$ cat src/rtl/inst_fetch_stage_if.sv
// Fetch-stage port bundle: SRAM-like instruction port, redirect/flush inputs and F/D output handshake.
// master = fetch stage, slave = surrounding pipeline and instruction memory.
interface inst_fetch_stage_if;
    logic        inst_req;
    logic [31:0] inst_addr;
    logic        inst_addr_ok;
    logic        inst_data_ok;
    logic [31:0] inst_rdata;
    logic        redirect_valid;
    logic [31:0] redirect_pc;
    logic        flush_valid;
    logic [31:0] flush_pc;
    logic        post_allowin;
    logic        goon_valid;
    logic [31:0] pc;
    logic [31:0] instruction;
    logic [2:0]  sig_exc;

    modport master (
        output inst_req, inst_addr,
        input  inst_addr_ok, inst_data_ok, inst_rdata,
        input  redirect_valid, redirect_pc, flush_valid, flush_pc,
        input  post_allowin,
        output goon_valid, pc, instruction, sig_exc
    );

    modport slave (
        input  inst_req, inst_addr,
        output inst_addr_ok, inst_data_ok, inst_rdata,
        output redirect_valid, redirect_pc, flush_valid, flush_pc,
        output post_allowin,
        input  goon_valid, pc, instruction, sig_exc
    );
endinterface

$ cat src/rtl/inst_fetch_stage.sv
// Fetch stage: single-outstanding instruction requests into a one-entry output buffer (3 cycles/instr with zero-wait memory).
// Buffer holds stable until post_allowin; redirects take effect after the delay slot, flushes immediately.
module inst_fetch_stage #(
    parameter logic [31:0] RESET_PC = 32'hBFC00000
) (
    input logic               clk,
    input logic               reset,
    inst_fetch_stage_if.master fs
);
    typedef enum logic [1:0] {IDLE, REQ, WAIT, FULL} state_t;

    typedef struct packed {
        logic [31:0] pc;
        logic [31:0] inst;
        logic [2:0]  exc;
    } buf_t;

    state_t      state;
    logic [31:0] fetch_pc;
    buf_t        buf_q;
    logic        pend_valid;
    logic [31:0] pend_pc;
    logic        cancel;

    logic        aligned;
    logic [31:0] next_pc;

    assign aligned        = (fetch_pc[1:0] == 2'b00);
    assign fs.inst_req    = (state == REQ) && aligned;
    assign fs.inst_addr   = fetch_pc;
    assign fs.goon_valid  = (state == FULL);
    assign fs.pc          = buf_q.pc;
    assign fs.instruction = buf_q.inst;
    assign fs.sig_exc     = buf_q.exc;

    // Address after the buffer load; a redirect arriving on the load cycle targets the instruction after this slot.
    always_comb begin
        next_pc = fetch_pc + 32'd4;
        if (fs.redirect_valid) begin
            next_pc = fs.redirect_pc;
        end else if (pend_valid) begin
            next_pc = pend_pc;
        end
    end

    always_ff @(posedge clk or posedge reset) begin
        if (reset) begin
            state      <= IDLE;
            fetch_pc   <= RESET_PC;
            buf_q      <= '0;
            pend_valid <= 1'b0;
            pend_pc    <= '0;
            cancel     <= 1'b0;
        end else if (fs.flush_valid) begin
            fetch_pc   <= fs.flush_pc;
            pend_valid <= 1'b0;
            case (state)
                REQ: begin
                    if (fs.inst_req && fs.inst_addr_ok) begin
                        state  <= WAIT;
                        cancel <= 1'b1;
                    end else begin
                        state <= REQ;
                    end
                end
                WAIT: begin
                    if (fs.inst_data_ok) begin
                        state  <= REQ;
                        cancel <= 1'b0;
                    end else begin
                        cancel <= 1'b1;
                    end
                end
                default: state <= REQ;
            endcase
        end else begin
            // Outside FULL the delay slot is still in flight, so the target waits in pend_pc.
            if (fs.redirect_valid && state != FULL) begin
                pend_valid <= 1'b1;
                pend_pc    <= fs.redirect_pc;
            end
            if (fs.redirect_valid && state == FULL) begin
                fetch_pc <= fs.redirect_pc;
            end
            case (state)
                IDLE: state <= REQ;
                REQ: begin
                    if (!aligned) begin
                        buf_q      <= '{pc: fetch_pc, inst: 32'd0, exc: 3'b001};
                        fetch_pc   <= next_pc;
                        pend_valid <= 1'b0;
                        state      <= FULL;
                    end else if (fs.inst_addr_ok) begin
                        state <= WAIT;
                    end
                end
                WAIT: begin
                    if (fs.inst_data_ok) begin
                        if (cancel) begin
                            cancel <= 1'b0;
                            state  <= REQ;
                        end else begin
                            buf_q      <= '{pc: fetch_pc, inst: fs.inst_rdata, exc: 3'b000};
                            fetch_pc   <= next_pc;
                            pend_valid <= 1'b0;
                            state      <= FULL;
                        end
                    end
                end
                FULL: begin
                    if (fs.post_allowin) begin
                        state <= REQ;
                    end
                end
            endcase
        end
    end
endmodule

$ cat src/flat_wrapper.sv
// flat-port wrapper written by rule: the top's interface ports become plain ports
module inst_fetch_stage_flat 
#(
    parameter logic [31:0] RESET_PC = 32'hBFC00000
)
  (clk, reset, fs_inst_req, fs_inst_addr, fs_inst_addr_ok, fs_inst_data_ok, fs_inst_rdata, fs_redirect_valid, fs_redirect_pc, fs_flush_valid, fs_flush_pc, fs_post_allowin, fs_goon_valid, fs_pc, fs_instruction, fs_sig_exc);
  inst_fetch_stage_if fs_i ();
  input logic clk;
  input logic reset;
  output wire logic [$bits(fs_i.inst_req)-1:0] fs_inst_req;
  output wire logic [$bits(fs_i.inst_addr)-1:0] fs_inst_addr;
  input wire logic [$bits(fs_i.inst_addr_ok)-1:0] fs_inst_addr_ok;
  input wire logic [$bits(fs_i.inst_data_ok)-1:0] fs_inst_data_ok;
  input wire logic [$bits(fs_i.inst_rdata)-1:0] fs_inst_rdata;
  input wire logic [$bits(fs_i.redirect_valid)-1:0] fs_redirect_valid;
  input wire logic [$bits(fs_i.redirect_pc)-1:0] fs_redirect_pc;
  input wire logic [$bits(fs_i.flush_valid)-1:0] fs_flush_valid;
  input wire logic [$bits(fs_i.flush_pc)-1:0] fs_flush_pc;
  input wire logic [$bits(fs_i.post_allowin)-1:0] fs_post_allowin;
  output wire logic [$bits(fs_i.goon_valid)-1:0] fs_goon_valid;
  output wire logic [$bits(fs_i.pc)-1:0] fs_pc;
  output wire logic [$bits(fs_i.instruction)-1:0] fs_instruction;
  output wire logic [$bits(fs_i.sig_exc)-1:0] fs_sig_exc;
  assign fs_inst_req = fs_i.inst_req;
  assign fs_inst_addr = fs_i.inst_addr;
  assign fs_i.inst_addr_ok = fs_inst_addr_ok;
  assign fs_i.inst_data_ok = fs_inst_data_ok;
  assign fs_i.inst_rdata = fs_inst_rdata;
  assign fs_i.redirect_valid = fs_redirect_valid;
  assign fs_i.redirect_pc = fs_redirect_pc;
  assign fs_i.flush_valid = fs_flush_valid;
  assign fs_i.flush_pc = fs_flush_pc;
  assign fs_i.post_allowin = fs_post_allowin;
  assign fs_goon_valid = fs_i.goon_valid;
  assign fs_pc = fs_i.pc;
  assign fs_instruction = fs_i.instruction;
  assign fs_sig_exc = fs_i.sig_exc;
  inst_fetch_stage #(.RESET_PC(RESET_PC)) u_core (.clk(clk), .reset(reset), .fs(fs_i));
endmodule
$ cat config.mk
export PLATFORM = sky130hd
export DESIGN_NAME = inst_fetch_stage_flat
export DESIGN_NICKNAME = d
export VERILOG_FILES = /design/src/rtl/inst_fetch_stage_if.sv /design/src/rtl/inst_fetch_stage.sv /design/src/flat_wrapper.sv
export SDC_FILE = /design/constraint.sdc
export NUM_CORES = 1
export LEC_CHECK = 0
export ABC_CLOCK_PERIOD_IN_PS = 4500
export CAP_MARGIN = 15
export CORE_ASPECT_RATIO = 0.6
export CORE_MARGIN = 1.5
export CORE_UTILIZATION = 37
export CTS_CLUSTER_SIZE = 25
export DETAILED_ROUTE_END_ITERATION = 12
export PLACE_DENSITY = 0.68
export RECOVER_POWER = 100
export SYNTH_ARGS = -nofsm -noshare
export SYNTH_HDL_FRONTEND = slang
export SYNTH_SLANG_ARGS = --single-unit
$ cat constraint.sdc
create_clock -name clk -period 4.5 [get_ports clk]
set_input_delay 0.9 -clock clk [delete_from_list [all_inputs] [get_ports clk]]
set_output_delay 0.9 -clock clk [all_outputs]
set_load 0.1 [all_outputs]
==> metrics.md <==
| Metric | Value |
|---|---|
| Library cells used by synthesis | `69` |
| Clk buf depth | `2` |
| Clock tree sinks | `~130` |
| P per Cell Area | `827 nW/um2` |
| Worst Tran Pin Value | `2.36 ns` |
| Fin Clk Skew | `0.00820 ns` |
| Max stage delay on crit path | `1.73 ns` |
| Routed Antenna Nets | `0` |
| Worst slack, placed | `1.26 ns` |
| Input/output buffers | `201` |
| Core area | `19000 um2` |
| Layout area overhead | `38.5%` |
| Ordered cell list for the critical path | `dlygate4sd3_1 > and2_0 > buf_4 > mux2i_1 > nor3_1 > a21oi_1 > o21ai_0` |
| Postcts setup bufs | `0` |
| Status | `finished with violations` |
| DR pass1 iterations | `5` |
| Routed vias | `between 6000 and 7000` |
| Dpl hpwl | `16100 um` |
| Req. time, crit path | `4.79 ns` |
| Lkg Pwr | `4.34 nW` |
| CTS Buf Count | `17` |
| Ratio of cells with drive above 1 in the final layout | `10.7%` |
| Routability cong. | `~0.84` |
| Clk pin slew, worst setup/hold paths | `0.07 ns` |
| Row cnt | `39` |
| Via/cell ratio | `between 5 and 6` |
| #FFs+latches synth | `133` |
| HP Class | `reg2reg` |
| Post-synth top cells | `nand2_1 (187), dfrtp_1 (124), nand3_1 (47)` |
| Initial antenna violation count | `1` |
| Final Critical Period | `3.84 ns` |
| Post-synthesis cell count | `just under 800` |
| FILL cells | `1782` |
| Post-route setup slack | `0.664 ns` |
| Failing checks | `capacitance limit, slew limit` |
| Final period util | `85.2%` |
| Highest Clock Rate | `0.261 GHz` |
| H-tree levels | `4` |
| Sequential area share after synthesis | `between 40% and 50%` |
| Final nets | `1063` |
| Final slew viol count | `111` |
| Synth area leaders | `dfrtp_1 (43%), nand2_1 (9.8%), mux2_2 (5.0%), mux2i_1 (4.9%), dfstp_2 (3.3%)` |
| Area share of the largest cell type after synthesis | `43.1%` |
| Yosys Warn Count | `0` |
| Critical Path Start Type | `primary input` |
| Crit path capture type | `register` |
| FFs w/ async S/R, synth | `100%` |
| Top Ports | `204` |
| EDFF count, synth | `0` |
| Clock root cell | `clkbuf_16` |
| Avg Cell Area, Syn | `9.21 um2` |
| Total Power | `~0.008 W` |
| Cell with the most instances after synthesis | `nand2_1` |
| Global route overflow | `0` |
| Worst Hold Depth | `2` |
| Predominant post-synthesis flop cell | `dfrtp_1` |
| Area leader, netlist | `dfrtp_1` |
| Die boundary width | `183 um` |
| Finished Layout Cells | `1216` |
| Worst-case reg-to-reg path depth | `7` |
| Placed cell count | `1183` |
| Max cap viols | `2` |
| Worst slew margin | `-57.1%` |
| Worst path arrival time | `4.13 ns` |
| Starting Density | `between 30% and 40%` |
| Vias in the first global route | `roughly 6600` |
| CP Max Fanout | `25` |
| Gr usage total | `23.8%` |
| Final setup viols | `0` |
| Mapped cell area | `roughly 7200 um2` |
| VDD IR max | `0.609 mV` |
| Routed WL | `23600 um` |
| Pin count of the biggest net entering global routing | `86` |
| Post-CTS Hold Fix Bufs | `0` |
| Post-cts sizing count | `0` |
| Clock latency on the worst-skew pair | `approximately 0.43 ns` |
| Wire length per cell | `19.4 um` |
| Slowest cell on crit path | `and2_0` |
| Die area | `between 20000 and 25000 um2` |
| Final design utilization | `52.4%` |
| Crit path kind | `in2reg` |
| Post-route DRC | `0` |
| Die height | `111 um` |
| Final setup TNS | `0 ns` |
| First-pass GRT wire length | `37100 um` |
| CTS tree | `built` |
| Endpoints failing hold | `0` |
| Initial DRC Count | `589` |
| RSZ-0062 raised after global routing | `no` |
per-layer routing:
metal	wire [um]	track usage [%]	part of all wire, %	vias up
met5	0	0	0	-
li1	-	-	-	3140
met1	11300	35.4	48	3208
met2	9740	33.3	41	322
met3	2180	7.13	9.2	28
met4	316	6.61	1.3	0
critical path, delay by kind of cell:
kind	cells	cell delay, ns
buf+inv	2	0.98
compound gates	2	0.25
mux	1	0.20
simple gates	2	1.79
stage by stage:
stage / hold slack [ns] / cell area, um2
after floorplan: 0.472 / 7200
after global placement: 0.449 / 9380
after detailed placement: 0.456 / 9380
after CTS: 0.471 / 10000
after global routing: 0.484 / 9960
final: 0.459 / 9970
worst paths after layout:
path | slack [ns] | start | endpoint
max in group asynchronous | 1.95 | reset | u_core.fs.inst_addr[31]
setup reg to reg | 0.94 | u_core.state[0] | u_core.fs.inst_addr[6]
hold / removal | 0.46 | u_core.fs.instruction[1] | u_core.fs.instruction[1]
min in group asynchronous | 1.49 | reset | u_core.fs.instruction[7]
hold reg to reg | 0.46 | u_core.fs.instruction[1] | u_core.fs.instruction[1]
setup / recovery | 0.66 | fs_redirect_valid | u_core.fs.inst_addr[6]
cell families after synthesis:
| group | after synthesis | share of synthesized area [%] |
|---|---|---|
| XOR/XNOR | 14 | 1.70 |
| flip-flops | 133 | 46.4 |
| buffers and inverters | 76 | 4.83 |
| multiplexers | 67 | 9.88 |
| adder cells (fa/ha/maj) | 4 | 0.696 |
| AND/OR/NAND/NOR | 344 | 22.9 |
| AO/OA/AOI/OAI | 142 | 13.5 |
| other | 1 | 0.0521 |
power breakdown:
group	total, W	switching [W]	internal, W
sequential	0.00211	0.000469	0.00164
combinational	0.00463	0.00352	0.00111
clock	0.00150	0.000611	0.000888
total	0.00824	0.00460	0.00364
area by class of cell:
type / count / area (um2) / area share, %
diodes: 1 / 2.50 / 0.0251
clock inverters: 15 / 195 / 1.96
multi-input cells: 573 / 3520 / 35.3
flip-flops and latches: 133 / 3340 / 33.5
inverters: 13 / 52.6 / 0.527
clock buffers: 17 / 425 / 4.27
well taps: 246 / 308 / 3.09
repair buffers: 218 / 2120 / 21.3
sequential cells by signal (all words and copies together), names as in the netlist:
signal	cells
u_core.fs.inst_addr	32
u_core.pend_pc	32
u_core.state	2
u_core.fs.pc	32
u_core.pend_valid	1
u_core.fs.instruction	32
u_core.fs.sig_exc	1
u_core.cancel	1
layout by cell type (no fill, tap or decap), drive strengths merged, types with 7 or more instances in the layout:
cell | netlist | routed
nand3 | 50 | 50
o31ai | 8 | 8
a211oi | 7 | 7
o21ai | 27 | 27
nand2 | 187 | 187
o221ai | 8 | 8
nor4 | 10 | 10
mux2 | 32 | 32
dlygate4sd3 | 0 | 100
inv | 13 | 18
a221o | 8 | 8
clkdlybuf4s50 | 0 | 99
dfstp | 9 | 9
nand4 | 11 | 11
dfrtp | 124 | 124
a31oi | 7 | 7
mux2i | 35 | 35
a21oi | 26 | 26
buf | 34 | 13
o22ai | 12 | 12
nand2b | 10 | 10
xnor2 | 8 | 8
nor2 | 21 | 21
nor3 | 24 | 24
clkbuf | 29 | 23
Power figures use the tool's default switching activity.
